[config.mk]
export PLATFORM = sky130hd
export DESIGN_NAME = load_buffer_flat
export DESIGN_NICKNAME = d
export VERILOG_FILES = /design/src/rtl/load_buffer_pkg.sv /design/src/rtl/load_buffer_if.sv /design/src/rtl/load_buffer_extend.sv /design/src/rtl/load_buffer.sv /design/src/flat_wrapper.sv
export SDC_FILE = /design/constraint.sdc
export NUM_CORES = 1
export LEC_CHECK = 0
export ABC_CLOCK_PERIOD_IN_PS = 8100
export BUFFER_PORTS_ARGS = -buffer_cell sky130_fd_sc_hd__buf_2
export CAP_MARGIN = 20
export CORE_ASPECT_RATIO = 0.5
export CORE_MARGIN = 1
export CORE_UTILIZATION = 60
export DETAILED_ROUTE_END_ITERATION = 8
export GPL_ROUTABILITY_DRIVEN = 0
export GPL_TIMING_DRIVEN = 0
export PLACE_DENSITY_LB_ADDON = 0.08
export SLEW_MARGIN = 5
export SYNTH_ARGS = -nofsm -noshare
export SYNTH_HDL_FRONTEND = slang
export SYNTH_SLANG_ARGS = --single-unit
[constraint.sdc]
create_clock -name clk_in -period 8.1 [get_ports clk_in]
set_input_delay 0.81 -clock clk_in [delete_from_list [all_inputs] [get_ports clk_in]]
set_output_delay 0.81 -clock clk_in [all_outputs]
set_load 0.02 [all_outputs]
[src/rtl/load_buffer_pkg.sv]
// load_buffer_pkg: shared widths, load opcodes, memory size codes and buffer state type.
package load_buffer_pkg;
  localparam int IDWidth       = 32;
  localparam int ROBWidth      = 4;
  localparam int AddressWidth  = 32;
  localparam int InstTypeWidth = 6;
  localparam int LBCount       = 4;
  localparam logic [InstTypeWidth-1:0] LB  = 6'd11;
  localparam logic [InstTypeWidth-1:0] LH  = 6'd12;
  localparam logic [InstTypeWidth-1:0] LW  = 6'd13;
  localparam logic [InstTypeWidth-1:0] LBU = 6'd14;
  localparam logic [InstTypeWidth-1:0] LHU = 6'd15;
  localparam logic [1:0] SIZE_BYTE = 2'b00;
  localparam logic [1:0] SIZE_HALF = 2'b01;
  localparam logic [1:0] SIZE_WORD = 2'b10;
  typedef enum logic [1:0] {IDLE, WAIT_MEM, DRAIN} lb_state_e;
  function automatic logic [1:0] mem_size(input logic [InstTypeWidth-1:0] op);
    return (op == LB || op == LBU) ? SIZE_BYTE : (op == LH || op == LHU) ? SIZE_HALF : SIZE_WORD;
  endfunction
endpackage

[src/rtl/load_buffer_if.sv]
// load_buffer_if: address-unit, memory-controller, ROB flush and CDB signals of the load buffer.
interface load_buffer_if #(
  parameter int ROB_WIDTH  = load_buffer_pkg::ROBWidth,
  parameter int DATA_WIDTH = load_buffer_pkg::IDWidth,
  parameter int ADDR_WIDTH = load_buffer_pkg::AddressWidth,
  parameter int OP_WIDTH   = load_buffer_pkg::InstTypeWidth
);
  logic                  addrunit_lbuffer_en_in;
  logic [ADDR_WIDTH-1:0] addrunit_lbuffer_addr_in;
  logic [ROB_WIDTH-1:0]  addrunit_lbuffer_dest_in;
  logic [OP_WIDTH-1:0]   addrunit_lbuffer_opcode_in;
  logic                  lbuffer_rs_rdy_out;
  logic                  lbuffer_memctrl_en_out;
  logic [ADDR_WIDTH-1:0] lbuffer_memctrl_addr_out;
  logic [1:0]            lbuffer_memctrl_size_out;
  logic                  memctrl_lbuffer_rdy_in;
  logic [DATA_WIDTH-1:0] memctrl_lbuffer_data_in;
  logic                  rob_lbuffer_rst_in;
  logic [ROB_WIDTH-1:0]  cdb_lbuffer_b_out;
  logic [DATA_WIDTH-1:0] cdb_lbuffer_result_out;
  modport slave (
    input  addrunit_lbuffer_en_in, addrunit_lbuffer_addr_in, addrunit_lbuffer_dest_in,
           addrunit_lbuffer_opcode_in, memctrl_lbuffer_rdy_in, memctrl_lbuffer_data_in,
           rob_lbuffer_rst_in,
    output lbuffer_rs_rdy_out, lbuffer_memctrl_en_out, lbuffer_memctrl_addr_out,
           lbuffer_memctrl_size_out, cdb_lbuffer_b_out, cdb_lbuffer_result_out
  );
  modport master (
    output addrunit_lbuffer_en_in, addrunit_lbuffer_addr_in, addrunit_lbuffer_dest_in,
           addrunit_lbuffer_opcode_in, memctrl_lbuffer_rdy_in, memctrl_lbuffer_data_in,
           rob_lbuffer_rst_in,
    input  lbuffer_rs_rdy_out, lbuffer_memctrl_en_out, lbuffer_memctrl_addr_out,
           lbuffer_memctrl_size_out, cdb_lbuffer_b_out, cdb_lbuffer_result_out
  );
endinterface

[src/rtl/load_buffer_extend.sv]
// load_extend: sign/zero extension of raw little-endian memory data by load opcode.
module load_extend import load_buffer_pkg::*; #(
  parameter int DATA_WIDTH = IDWidth,
  parameter int OP_WIDTH   = InstTypeWidth
) (
  input  logic [OP_WIDTH-1:0]   opcode_i,
  input  logic [DATA_WIDTH-1:0] data_i,
  output logic [DATA_WIDTH-1:0] result_o
);
  always_comb
    result_o = opcode_i == LB  ? {{(DATA_WIDTH-8){data_i[7]}}, data_i[7:0]} :
               opcode_i == LBU ? {{(DATA_WIDTH-8){1'b0}}, data_i[7:0]} :
               opcode_i == LH  ? {{(DATA_WIDTH-16){data_i[15]}}, data_i[15:0]} :
               opcode_i == LHU ? {{(DATA_WIDTH-16){1'b0}}, data_i[15:0]} : data_i;
endmodule

[src/rtl/load_buffer.sv]
// load_buffer: in-order load queue issuing one memory read at a time and broadcasting results on the CDB.
module load_buffer import load_buffer_pkg::*; #(
  parameter int LB_DEPTH   = LBCount,
  parameter int ROB_WIDTH  = ROBWidth,
  parameter int DATA_WIDTH = IDWidth,
  parameter int ADDR_WIDTH = AddressWidth,
  parameter int OP_WIDTH   = InstTypeWidth
) (
  input logic         clk_in,
  input logic         rst_in,
  input logic         rdy_in,
  load_buffer_if.slave bus
);
  localparam int PW = $clog2(LB_DEPTH);
  logic [ADDR_WIDTH-1:0] addr_mem [LB_DEPTH];
  logic [ROB_WIDTH-1:0]  dest_mem [LB_DEPTH];
  logic [OP_WIDTH-1:0]   op_mem   [LB_DEPTH];
  logic [PW-1:0]         head_q, tail_q;
  logic [PW:0]           count_q, count_d;
  lb_state_e             state_q;
  logic                  en_q;
  logic [ADDR_WIDTH-1:0] addr_q;
  logic [1:0]            size_q;
  logic [ROB_WIDTH-1:0]  cdb_b_q;
  logic [DATA_WIDTH-1:0] cdb_res_q;
  logic                  flush, push, pop;
  logic [DATA_WIDTH-1:0] ext;
  load_extend #(.DATA_WIDTH(DATA_WIDTH), .OP_WIDTH(OP_WIDTH)) u_ext (
    .opcode_i(op_mem[head_q]),
    .data_i  (bus.memctrl_lbuffer_data_in),
    .result_o(ext)
  );
  always_comb begin
    flush   = bus.rob_lbuffer_rst_in;
    push    = bus.addrunit_lbuffer_en_in && !flush;
    pop     = state_q == WAIT_MEM && bus.memctrl_lbuffer_rdy_in && !flush;
    count_d = flush ? '0 : count_q + {{PW{1'b0}}, push} - {{PW{1'b0}}, pop};
  end
  always_ff @(posedge clk_in)
    if (rdy_in && push) begin
      addr_mem[tail_q] <= bus.addrunit_lbuffer_addr_in;
      dest_mem[tail_q] <= bus.addrunit_lbuffer_dest_in;
      op_mem[tail_q]   <= bus.addrunit_lbuffer_opcode_in;
    end
  // A flush mid-request parks in DRAIN: the controller still answers, and that answer is swallowed.
  always_ff @(posedge clk_in or posedge rst_in)
    if (rst_in) begin
      head_q    <= '0;
      tail_q    <= '0;
      count_q   <= '0;
      state_q   <= IDLE;
      en_q      <= 1'b0;
      addr_q    <= '0;
      size_q    <= '0;
      cdb_b_q   <= '0;
      cdb_res_q <= '0;
    end else if (rdy_in) begin
      head_q  <= flush ? '0 : head_q + PW'(pop);
      tail_q  <= flush ? '0 : tail_q + PW'(push);
      count_q <= count_d;
      cdb_b_q <= '0;
      case (state_q)
        IDLE:
          if (count_q != '0 && !flush) begin
            en_q    <= 1'b1;
            addr_q  <= addr_mem[head_q];
            size_q  <= mem_size(op_mem[head_q]);
            state_q <= WAIT_MEM;
          end
        WAIT_MEM:
          if (bus.memctrl_lbuffer_rdy_in) begin
            en_q    <= 1'b0;
            state_q <= IDLE;
            if (!flush) begin
              cdb_b_q   <= dest_mem[head_q];
              cdb_res_q <= ext;
            end
          end else if (flush) state_q <= DRAIN;
        DRAIN:
          if (bus.memctrl_lbuffer_rdy_in) begin
            en_q    <= 1'b0;
            state_q <= IDLE;
          end
        default: state_q <= IDLE;
      endcase
    end
  // The spare second slot absorbs a load already in flight through the address unit.
  assign bus.lbuffer_rs_rdy_out       = count_q <= (PW+1)'(LB_DEPTH - 2);
  assign bus.lbuffer_memctrl_en_out   = en_q;
  assign bus.lbuffer_memctrl_addr_out = addr_q;
  assign bus.lbuffer_memctrl_size_out = size_q;
  assign bus.cdb_lbuffer_b_out        = cdb_b_q;
  assign bus.cdb_lbuffer_result_out   = cdb_res_q;
endmodule

[src/flat_wrapper.sv]
// flat-port wrapper written by rule: the top's interface ports become plain ports
module load_buffer_flat import load_buffer_pkg::*;
#(
  parameter int LB_DEPTH   = LBCount,
  parameter int ROB_WIDTH  = ROBWidth,
  parameter int DATA_WIDTH = IDWidth,
  parameter int ADDR_WIDTH = AddressWidth,
  parameter int OP_WIDTH   = InstTypeWidth
)
  (clk_in, rst_in, rdy_in, bus_addrunit_lbuffer_en_in, bus_addrunit_lbuffer_addr_in, bus_addrunit_lbuffer_dest_in, bus_addrunit_lbuffer_opcode_in, bus_memctrl_lbuffer_rdy_in, bus_memctrl_lbuffer_data_in, bus_rob_lbuffer_rst_in, bus_lbuffer_rs_rdy_out, bus_lbuffer_memctrl_en_out, bus_lbuffer_memctrl_addr_out, bus_lbuffer_memctrl_size_out, bus_cdb_lbuffer_b_out, bus_cdb_lbuffer_result_out);
  load_buffer_if #(.ROB_WIDTH(ROB_WIDTH), .DATA_WIDTH(DATA_WIDTH), .ADDR_WIDTH(ADDR_WIDTH), .OP_WIDTH(OP_WIDTH)) bus_i ();
  input logic clk_in;
  input logic rst_in;
  input logic rdy_in;
  input wire logic [$bits(bus_i.addrunit_lbuffer_en_in)-1:0] bus_addrunit_lbuffer_en_in;
  input wire logic [$bits(bus_i.addrunit_lbuffer_addr_in)-1:0] bus_addrunit_lbuffer_addr_in;
  input wire logic [$bits(bus_i.addrunit_lbuffer_dest_in)-1:0] bus_addrunit_lbuffer_dest_in;
  input wire logic [$bits(bus_i.addrunit_lbuffer_opcode_in)-1:0] bus_addrunit_lbuffer_opcode_in;
  input wire logic [$bits(bus_i.memctrl_lbuffer_rdy_in)-1:0] bus_memctrl_lbuffer_rdy_in;
  input wire logic [$bits(bus_i.memctrl_lbuffer_data_in)-1:0] bus_memctrl_lbuffer_data_in;
  input wire logic [$bits(bus_i.rob_lbuffer_rst_in)-1:0] bus_rob_lbuffer_rst_in;
  output wire logic [$bits(bus_i.lbuffer_rs_rdy_out)-1:0] bus_lbuffer_rs_rdy_out;
  output wire logic [$bits(bus_i.lbuffer_memctrl_en_out)-1:0] bus_lbuffer_memctrl_en_out;
  output wire logic [$bits(bus_i.lbuffer_memctrl_addr_out)-1:0] bus_lbuffer_memctrl_addr_out;
  output wire logic [$bits(bus_i.lbuffer_memctrl_size_out)-1:0] bus_lbuffer_memctrl_size_out;
  output wire logic [$bits(bus_i.cdb_lbuffer_b_out)-1:0] bus_cdb_lbuffer_b_out;
  output wire logic [$bits(bus_i.cdb_lbuffer_result_out)-1:0] bus_cdb_lbuffer_result_out;
  assign bus_i.addrunit_lbuffer_en_in = bus_addrunit_lbuffer_en_in;
  assign bus_i.addrunit_lbuffer_addr_in = bus_addrunit_lbuffer_addr_in;
  assign bus_i.addrunit_lbuffer_dest_in = bus_addrunit_lbuffer_dest_in;
  assign bus_i.addrunit_lbuffer_opcode_in = bus_addrunit_lbuffer_opcode_in;
  assign bus_i.memctrl_lbuffer_rdy_in = bus_memctrl_lbuffer_rdy_in;
  assign bus_i.memctrl_lbuffer_data_in = bus_memctrl_lbuffer_data_in;
  assign bus_i.rob_lbuffer_rst_in = bus_rob_lbuffer_rst_in;
  assign bus_lbuffer_rs_rdy_out = bus_i.lbuffer_rs_rdy_out;
  assign bus_lbuffer_memctrl_en_out = bus_i.lbuffer_memctrl_en_out;
  assign bus_lbuffer_memctrl_addr_out = bus_i.lbuffer_memctrl_addr_out;
  assign bus_lbuffer_memctrl_size_out = bus_i.lbuffer_memctrl_size_out;
  assign bus_cdb_lbuffer_b_out = bus_i.cdb_lbuffer_b_out;
  assign bus_cdb_lbuffer_result_out = bus_i.cdb_lbuffer_result_out;
  load_buffer #(.LB_DEPTH(LB_DEPTH), .ROB_WIDTH(ROB_WIDTH), .DATA_WIDTH(DATA_WIDTH), .ADDR_WIDTH(ADDR_WIDTH), .OP_WIDTH(OP_WIDTH)) u_core (.clk_in(clk_in), .rst_in(rst_in), .rdy_in(rdy_in), .bus(bus_i));
endmodule
* After elaboration in Yosys (flattened, before gate mapping)
Memories as Yosys holds them, arrays and structs flattened. A register that Yosys moved wholly into a read port is not among the register bits. Index checks and enable logic that the tools add are counted.
Operators by class: add/sub/neg operators 4, bitwise gates (word level) 1, reduce and logical (&&, ||, !) cells 16, multiply operators 0, multiplexer cells 22, shift-type cells 0, eq/ne operators 10, divide/modulo/power cells 0, order comparisons 1
Operators by type and width (number):
- 32-bit 2-to-1 mux | 4
- 6-bit by 4-bit == test with 1-bit output, second input constant | 4
- 2-bit 2-to-1 mux | 8
- 4-bit 2-to-1 mux | 3
- 4-bit AND reduction | 3
- 2-bit one-hot mux with 3 select lines | 1
- 1-bit logical AND | 5
- 2-bit by 1-bit adder with 2-bit output | 2
- 1-bit 2-to-1 mux | 4
- 2-bit by 1-bit != test with 1-bit output, second input constant | 2
- 3-bit by 1-bit adder with 3-bit output | 1
- 3-bit by 2-bit <= comparator with 1-bit output, second input constant | 1
- 3-bit 2-to-1 mux | 1
- 3-bit != test, second input constant | 1
- 3-bit AND reduction | 1
- 3-bit nonzero test | 1
- 3-bit by 1-bit subtractor with 3-bit output | 1
- 2-bit by 1-bit == test with 1-bit output, second input constant | 1
- 2-bit == test, second input constant | 1
- 2-bit logical NOT | 1
- 1-bit logical OR | 2
- 2-bit != test, second input constant | 1
- 1-bit one-hot mux with 2 select lines | 1
- 2-bit nonzero test | 1
- other kinds (3) | 3
Word-level totals: memory bits (read-only) 0, logic and storage cells 65, bits in latches 0, output and inout port bits 72, memories kept 3, register bits after elaboration 48, input bits 80, RAM bits 168
Memory list:
- u_core.addr_mem | depth 4, bits a word 32, read ports 1, clocked after Yosys merged registers in 1, write ports 1, line load_buffer.sv:15 | logic [ADDR_WIDTH-1:0] addr_mem [LB_DEPTH];
- u_core.op_mem | depth 4, bits a word 6, read ports 1, clocked after Yosys merged registers in 0, write ports 1, line load_buffer.sv:17 | logic [OP_WIDTH-1:0] op_mem [LB_DEPTH];
- u_core.dest_mem | depth 4, bits a word 4, read ports 1, clocked after Yosys merged registers in 0, write ports 1, line load_buffer.sv:16 | logic [ROB_WIDTH-1:0] dest_mem [LB_DEPTH];

* Logic depth before layout (Yosys ltp)
Gate-level depths: netlist (run 1). An unclocked memory read counts as a cell.
depth after elaboration 6, gate-level depth with buffers 10, gate-level depth less buffers 10

* Modules after synthesis
Synthesis (run 1) repeated with hierarchy kept, for this count alone.
Unflattened totals: cells, all modules 544, area, all modules 10043.4 µm²
By module, submodules not included:
- load_buffer | seq. area each 7046.8 µm², cells an instance 458, times used 1, area each 9449.1 µm²
- load_extend | seq. area each 0.0 µm², cells an instance 86, times used 1, area each 594.3 µm²

* Least setup slack after synthesis (run 1)
OpenSTA, ideal clock, no wires.
path type input to register, start input port rdy_in, end memory u_core.addr_mem[0][0] in the netlist's numbering, enable pin, setup time 0.494 ns, cell stages on the path 3, path buffers 1, slack 3.542 ns, arrival 4.064 ns, data required time 7.606 ns, cell sequence clkbuf_1 > nand2b_1 > nor3_1
Between the ends: longest elaborated chain between the ends 3
RTL lines:
- start: declaration | line flat_wrapper.sv:14 | input logic rdy_in;
- 1-bit logical AND | line load_buffer.sv:40 | if (rdy_in && push) begin
- 1-bit 2-to-1 mux | line load_buffer.sv:40
- 1-bit 2-to-1 mux (not written as such) | line load_buffer.sv:41 | addr_mem[tail_q] <= bus.addrunit_lbuffer_addr_in;
- end: declaration | line load_buffer.sv:15
Every way passes these cells.

* Final worst setup path (run 1)
start input port rdy_in, end register u_core.addr_q[31], in the netlist u_core.bus.lbuffer_memctrl_addr_out[31], read port of u_core.addr_mem
Between the ends: longest elaborated chain between the ends 1
RTL lines:
- 3-bit AND reduction (no source line)
- end: declaration | line load_buffer.sv:22 | logic [ADDR_WIDTH-1:0] addr_q;
Every way passes these cells. A chain may end at the register's enable or synchronous reset.

==> summary.md, run 1 <==
| Metric | Value |
|---|---|
| Count of filler cells inserted in the layout | `958` |
| Worst Path Required | `8.47 ns` |
| Power density over the cells | `between 300 and 400 nW/µm²` |
| Top cells by area in the synthesized netlist | `edfxtp_1, dfrtp_1, mux4_2` |
| Setup-failing EPs final | `0` |
| Post-detailed-placement cell area | `10760 µm²` |
| H-tree depth | `1` |
| CTS buffer count | `21` |
| Dominant cell type by area after synthesis | `edfxtp_1` |
| Unique masters post-synth | `44` |
| Overall die width | `between 150 and 200 µm` |
| Largest net degree at the start of global routing | `46` |
| DRC marker count from the first detailed-route iteration | `201` |
| Post_cts resized | `0` |
| Post-synthesis net count | `623` |
| Critical path peak fanout | `10` |
| Cell-by-cell listing of the critical path | `clkbuf_1, nor2b_1, nand2_1, nor2_1, buf_2, mux2_2` |
| Largest voltage drop on the vdd net | `between 0.15 and 0.2 mV` |
| Slew @ Worst Pin | `0.8108 ns` |
| Cell family with most CP delay | `simple AND/OR/NAND/NOR gates` |
| Total Nets Final | `roughly 810` |
| Per-instance average area after synthesis | `17.95 µm²` |
| Global-route wire length before repair | `approximately 28000 µm` |
| Synth Flop Type | `edfxtp_1` |
| Startpoint kind of the worst setup timing path | `primary input` |
| Clock transition at the registers of the reported paths | `0.06 ns` |
| Register bit total from synthesis | `248` |
| Final HPWL from detailed placement | `~12000 µm` |
| Relative area change from synthesis to final layout | `19.17%` |
| Worst-case headroom to the max-slew limit | `45.65%` |
| Core Util, Final | `73.60%` |
| Final period util | `33.43%` |
| Sum of routed wire length over all layers | `around 18000 µm` |
| Final Hold Vio Count | `0` |
| Source-to-sink clock delay at the later pin of the worst-skew pair | `~0.51 ns` |
| Drt via density | `about 5.6` |
| Total DRC errors in the routed layout | `0` |
| Area share of the leading cell type in the synthesized netlist | `a little over half` |
| Kind of critical path | `in2reg` |
| Setup_tns | `0 ns` |
| Via count of the first global-routing pass | `5228` |
| Top Ports | `152` |
| Setup repair after global routing missed its margin | `no` |
| Clock tree from TritonCTS | `done` |
| Delay of the slowest cell on the worst path | `0.62 ns` |
| Warnings, synthesis | `0` |
| Final worst hold slack | `~0.37 ns` |
| Sequential fraction of the synthesis area | `about three quarters` |
| Worst min-delay path category | `in2async` |
| Result of the run | `finished clean` |
| Leakage | `4.403 nW` |
| Synthesized netlist cell count | `533` |
| Highest clock rate | `approximately 0.37 GHz` |
| Worst path slowest cell | `nor2_1` |
| Worst reg2reg setup slack | `5.46 ns` |
| Number of antenna violations at the first check in global routing | `1` |
| Post-CTS Hold Buffers | `0` |
| Final cell area excluding filler cells | `11400 µm²` |
| TritonCTS sink count | `248` |
| Number of iterations in the first detailed-routing pass | `4` |
| Buffers on Ports | `150` |
| Detail Route Antenna Nets | `0` |
| Worst Setup End Kind | `register` |
| Share of async-settable or async-resettable flops after synthesis | `about a third` |
| Count of maximum capacitance violations | `0` |
| Number of pins exceeding their max-slew limit in the final report | `0` |
| EDFF count, synth | `168` |
| Post-layout minimum cycle time | `roughly 2.7 ns` |
| Synth Cell Area | `9569 µm²` |
| Ratio of cells with drive above 1 in the final layout | `39.89%` |
| Detailed-route wire length per cell | `19.29 µm` |
| Total number of vias | `5273` |
| Aggregate global routing overflow | `0` |
| CP arrival | `a little over 3 ns` |
| Number of buffers inserted by post-CTS setup repair | `0` |
| Cell chosen for the clock root | `clkbuf_16` |
| Overall routing resource usage | `23.05%` |
| Std-Cell Rows | `32` |
| Core Box Area | `15490 µm²` |
| Initial core utilization | `61.76%` |
| Total die area | `roughly 16000 µm²` |
| Combined buffer and inverter count along the critical path | `2` |
| Post-route clock skew | `0.02373 ns` |
| Floorplan die height | `around 90 µm` |
| CTS Buffer Depth | `3` |
-- synth_stat cells (all sizes together) (3+ instances only) --
cell / count
nor2: 21
mux2: 33
nand2: 62
and3: 3
inv: 18
o22ai: 3
clkbuf: 8
o21ai: 14
ha: 9
a21oi: 4
mux4: 39
a211oi: 18
nor3: 4
edfxtp: 168
a221o: 8
buf: 14
dfrtp: 80
-- worst register-to-register path: stages (launching register included) --
cell and delay [ns]:
dfrtp_1 0.32, clkbuf_1 0.41, buf_1 0.53, clkbuf_1 0.59, mux4_2 0.42, mux2_2 0.27
-- cells by family after synthesis --
logic type                 synth area share, %
AOI/OAI and AO/OA                        4.668
and+or+nand+nor                          4.890
DFF                                      73.64
buffers and inverters                    1.870
adders and majority gates                1.386
muxes                                    13.27
xor gates and xnor gates                0.2746
-- where the power goes --
group	switching, mW	internal [mW]
combinational	0.495	0.359
sequential	0.109	1.55
clock	0.421	0.529
-- placed cells by master, fill, tap and decap left out, drive strengths merged, types with 9 or more instances in the layout --
| cell | n |
|---|---|
| nand2 | 62 |
| edfxtp | 168 |
| inv | 19 |
| mux2 | 33 |
| ha | 9 |
| dfrtp | 80 |
| nor2 | 21 |
| a211oi | 18 |
| o21ai | 14 |
| clkbuf | 41 |
| mux4 | 39 |
| buf | 176 |
-- cell type report --
cell class | instances | area [µm²] | share of cell area, %
Multi-Input combinational cell | 245 | 2369 | 20.77
Sequential cell | 248 | 7047 | 61.80
Timing Repair Buffer | 162 | 904.6 | 7.933
Inverter | 18 | 70.07 | 0.6144
Clock inverter | 4 | 22.52 | 0.1975
Antenna cell | 1 | 2.502 | 0.02194
Clock buffer | 33 | 621.8 | 5.453
Tap cell | 204 | 255.2 | 2.238
Buffer | 22 | 111.4 | 0.9765
-- final timing paths --
check,depth (start not counted),end,startpoint
max in group asynchronous,3,u_core.tail_q[0],rst_in
worst max register to register,5,u_core.bus.lbuffer_memctrl_addr_out[2],u_core.head_q[1]
worst max-delay path,6,u_core.bus.lbuffer_memctrl_addr_out[31],rdy_in
worst min register to register,2,u_core.bus.cdb_lbuffer_result_out[5],u_core.bus.cdb_lbuffer_result_out[5]
min in group clk_in,2,u_core.bus.cdb_lbuffer_result_out[5],u_core.bus.cdb_lbuffer_result_out[5]
worst min-delay path,2,u_core.bus.cdb_lbuffer_result_out[6],rst_in
-- flip-flops by register name, indices dropped and copies added, names as in the netlist --
signal,count
u_core.state_q,2
u_core.addr_mem,128
u_core.bus.lbuffer_memctrl_addr_out,32
u_core.op_mem,24
u_core.bus.lbuffer_memctrl_en_out,1
u_core.bus.cdb_lbuffer_b_out,4
u_core.bus.cdb_lbuffer_result_out,32
u_core.head_q,2
u_core.dest_mem,16
u_core.tail_q,2
u_core.count_q,3
u_core.bus.lbuffer_memctrl_size_out,2
-- through the flow --
stage / setup WS [ns] / total power, mW / instances
final: 5.392 / 3.461 / 937
after global routing: 5.134 / 3.617 / 936
after global placement: 1.158 / 2.513 / 887
after CTS: 5.338 / 3.488 / 936
after detailed placement: 4.819 / 2.543 / 899
after floorplan: 3.542 / 2.235 / 533
-- per-layer routing --
layer,track usage [%],vias to the layer above,part of all wire [%]
met5,0,-,0
met4,5.484,0,1.6
met3,5.415,22,6.0
met2,37.82,156,48
met1,31.88,2663,44
li1,-,2432,-
Note: power is estimated with default switching activity, not from simulation.
==> inputs of run 2 (changes only) <==
--- a/config.mk
+++ b/config.mk
@@ -5,12 +5,12 @@
 export SDC_FILE = /design/constraint.sdc
 export NUM_CORES = 1
 export LEC_CHECK = 0
-export ABC_CLOCK_PERIOD_IN_PS = 8100
+export ABC_CLOCK_PERIOD_IN_PS = 2670
 export BUFFER_PORTS_ARGS = -buffer_cell sky130_fd_sc_hd__buf_2
 export CAP_MARGIN = 20
 export CORE_ASPECT_RATIO = 0.5
 export CORE_MARGIN = 1
-export CORE_UTILIZATION = 60
+export CORE_UTILIZATION = 56
 export DETAILED_ROUTE_END_ITERATION = 8
 export GPL_ROUTABILITY_DRIVEN = 0
 export GPL_TIMING_DRIVEN = 0
==> constraint.sdc (replaced) <==
create_clock -name clk_in -period 2.67 [get_ports clk_in]
set_input_delay 0.267 -clock clk_in [delete_from_list [all_inputs] [get_ports clk_in]]
set_output_delay 0.267 -clock clk_in [all_outputs]
set_load 0.02 [all_outputs]
==> run 2 against run 1 <==
Critical path type is now reg2reg. First-iteration DRC count increased by 29%. Largest power group unchanged. Core utilization decreased by 0.90 points. Global-route usage decreased by 0.54 points. Worst setup slack got worse by 5.2 ns. Sequential share of layout area decreased by 3.3 points. Clock power increased to 3.1 times the previous value. Via count increased by 3.4%.
==> summary.md, run 2 (same netlist as run 1, synthesis figures left out) <==
| Metric | Value |
|---|---|
| Delay of the slowest cell on the worst path | `0.51 ns (-0.11 ns)` |
| Cell Count Post-Placement | `918 (+2.1%)` |
| Buffers on Ports | `150 (unchanged)` |
| Relative area change from synthesis to final layout | `25.78%` |
| Top Ports | `152 (unchanged)` |
| DRC marker count from the first detailed-route iteration | `260 (+29%)` |
| Setup_tns | `0 ns (unchanged)` |
| Worst Path Required | `3.04 ns (-5.43 ns)` |
| Aggregate global routing overflow | `0 (unchanged)` |
| Clock transition at the registers of the reported paths | `0.07 ns (about the same)` |
| Count of filler cells inserted in the layout | `1078 (+13%)` |
| R2R cell count | `7 (+2)` |
| Largest net degree at the start of global routing | `57 (+24%)` |
| Initial core utilization | `57.79% (-4.0 points)` |
| Critical path peak fanout | `10 (unchanged)` |
| Number of iterations in the first detailed-routing pass | `4 (unchanged)` |
| Worst R2R Start | `u_core.head_q[1]` |
| Leading cell type in the layout, fill and taps excluded | `edfxtp_1` |
| Grt met2 use | `38.90% (+1.1 points)` |
| Number of flip-flops in the largest register | `128 (unchanged)` |
| Overall routing resource usage | `22.52% (-0.54 points)` |
| Total DRC errors in the routed layout | `0 (unchanged)` |
| Ratio of cells with drive above 1 in the final layout | `37.32% (-2.6 points)` |
| Worst Setup End Kind | `register` |
| Count of maximum capacitance violations | `0 (unchanged)` |
| Most frequent cells in the layout | `edfxtp_1, buf_2, dfrtp_1` |
| Cell chosen for the clock root | `clkbuf_16` |
| Leakage | `4.647 nW (+5.5%)` |
| Post-route clock skew | `0.01147 ns (-0.01226 ns)` |
| Highest clock rate | `0.4009 GHz` |
| Core Box Area | `16560 µm² (+6.9%)` |
| CTS buffer count | `22 (+4.8%)` |
| Global-route wire length before repair | `30120 µm (+6.1%)` |
| Setup repair after global routing missed its margin | `no` |
| Total number of vias | `5454 (+3.4%)` |
| Power density over the cells | `885.4 nW/µm² (+190%)` |
| CP arrival | `2.87 ns (-0.21 ns)` |
| Slew @ Worst Pin | `0.8991 ns (+0.08828 ns)` |
| Cell-by-cell listing of the critical path | `clkbuf_1, mux4_2, xor2_1, a21oi_1, nor4b_4, buf_6, a211oi_2` |
| Portion of total power attributed to the clock network | `27.9% (+0.5 points)` |
| Kind of critical path | `reg2reg` |
| Worst min-delay path category | `in2reg` |
| Cell family with most CP delay | `buffers and inverters` |
| Worst path depth | `7 (+1)` |
| TritonCTS sink count | `248 (unchanged)` |
| Worst path slowest cell | `nor4b_4` |
| Final period util | `93.43%` |
| Number of pins exceeding their max-slew limit in the final report | `0 (unchanged)` |
| R2r endpoint | `u_core.bus.cdb_lbuffer_result_out[31]` |
| Detailed-route wire length per cell | `18.75 µm (-2.8%)` |
| Detail Route Antenna Nets | `0 (unchanged)` |
| H-tree depth | `1 (unchanged)` |
| Combined buffer and inverter count along the critical path | `2 (unchanged)` |
| Via count of the first global-routing pass | `5614 (+7.4%)` |
| Overall die width | `186.9 µm (+3.5%)` |
| Number of antenna violations at the first check in global routing | `0 (-1)` |
| Setup-failing EPs final | `0 (unchanged)` |
| Total die area | `17650 µm² (+7.0%)` |
| Non-filler instance count after layout | `1012 (+8.0%)` |
| Post-layout minimum cycle time | `approximately 2.5 ns` |
| Startpoint kind of the worst setup timing path | `register` |
| Worst reg2reg setup slack | `0.18 ns (-5.28 ns)` |
| Total Nets Final | `860 (+6.4%)` |
| Internal power | `7.473 mW (+210%)` |
| Final HPWL from detailed placement | `12350 µm (about the same)` |
| Register with the highest flop count | `u_core.addr_mem` |
| Most Crowded Layer GR | `met2` |
| Std-Cell Rows | `33 (+3.1%)` |
| CTS Buffer Depth | `3 (unchanged)` |
| Switching part of the total | `29.88% (+0.25 points)` |
| Clock tree from TritonCTS | `done` |
| Part of the power in registers | `47.0% (-0.9 points)` |
| Share of total power in combinational logic | `25.1% (+0.4 points)` |
| NetSw | `3.185 mW (+210%)` |
| Worst-case headroom to the max-slew limit | `39.92% (-5.7 points)` |
| Source-to-sink clock delay at the later pin of the worst-skew pair | `0.50 ns (about the same)` |
| Drt via density | `5.389 (-4.2%)` |
| Floorplan die height | `94.44 µm (+3.4%)` |
| Largest voltage drop on the vdd net | `0.5156 mV (+190%)` |
| Result of the run | `finished clean` |
| Capture point of the critical path | `u_core.bus.cdb_lbuffer_result_out[31]` |
| Sum of routed wire length over all layers | `18980 µm (+5.0%)` |
| Crit path launch | `u_core.head_q[1]` |
| Number of buffers inserted by post-CTS setup repair | `0 (unchanged)` |
| Final Hold Vio Count | `0 (unchanged)` |
| Routing usage on met1 | `30.31% (-1.6 points)` |
| Core Util, Final | `72.70% (-0.90 points)` |
| Antenna diodes | `0 (-1)` |
| Total chip power | `10.66 mW (+210%)` |
| Global-route track usage on met3 | `4.757% (-0.66 points)` |
==> run 2: cell types whose count changed in the layout (fill, tap and decap cells not counted), moves of 2 or more <==
cell / delta
clkinv_2: +4
nor3_4: +2
buf_8: +3
clkbuf_1: -3
buf_16: +3
clkbuf_2: +2
buf_6: -5
nor3_2: -2
dlygate4sd3_1: +55
clkbuf_8: -3
buf_4: -4
==> run 2: how the worst min path moves through the flow <==
stage | slack, ns | endpoint | startpoint | depth (start not counted)
after floorplan | 0.36 | u_core.head_q[0] | bus_rob_lbuffer_rst_in | 1
after global placement | 0.45 | u_core.bus.cdb_lbuffer_result_out[5] | u_core.bus.cdb_lbuffer_result_out[5] | 2
after detailed placement | 0.26 | u_core.bus.cdb_lbuffer_result_out[6] | rst_in | 2
after CTS | 0.003 | u_core.bus.cdb_lbuffer_result_out[27] | bus_memctrl_lbuffer_data_in[27] | 3
after global routing | 0.0009 | u_core.bus.cdb_lbuffer_result_out[27] | bus_memctrl_lbuffer_data_in[27] | 3
final | 0.01 | u_core.bus.cdb_lbuffer_result_out[27] | bus_memctrl_lbuffer_data_in[27] | 3
==> run 2: metrics by stage <==
step / hold slack [ns] / worst slack [ns] / cell area, µm²
after floorplan: 0.3561 / -0.1753 / 9579
after global placement: 0.4533 / -1.919 / 10610
after detailed placement: 0.2611 / -0.04565 / 10820
after CTS: 0.003431 / 0.02979 / 12040
after global routing: 0.0008651 / 0.03420 / 12040
final: 0.01473 / 0.1754 / 12040
==> run 2: final cells by class <==
class	instances	area [µm²]	area share, %
Tap cell	227	284.0	2.360
Clock inverter	10	87.58	0.7277
Timing Repair Buffer	213	1476	12.27
Multi-Input combinational cell	245	2381	19.78
Buffer	22	113.9	0.9459
Clock buffer	29	576.8	4.792
Sequential cell	248	7047	58.54
Inverter	18	70.07	0.5821
==> run 2: metal layers <==
layer	routed length, µm	vias up
li1	-	2529
met1	8751	2766
met2	9112	139
met3	910	20
met4	206	0
met5	0	-
==> run 2: what timing repair did <==
action / 4_1_cts / 5_1_grt
setup endpoints to repair: 4 / 10
hold buffers: 55 / 0
gates resized for setup: 1 / 2
hold endpoints to repair: 204 / 0
==> run 2: worst reg2reg max path, stage by stage, from the launching register on <==
cell,delay (ns)
dfrtp_1,0.32
clkbuf_1,0.40
mux4_2,0.49
xor2_1,0.22
a21oi_1,0.13
nor4b_4,0.51
buf_6,0.24
a211oi_2,0.05
==> run 2: power by group through the flow <==
stage	Sequential, mW	Combinational, mW	Clock [mW]
5_1_grt	5.09	2.90	3.19
6_report	5.01	2.67	2.97
3_5_place_dp	5.09	2.63	0
4_1_cts	5.02	2.71	3.02
3_3_place_gp	5.07	2.57	0
2_1_floorplan	5.68	1.10	0
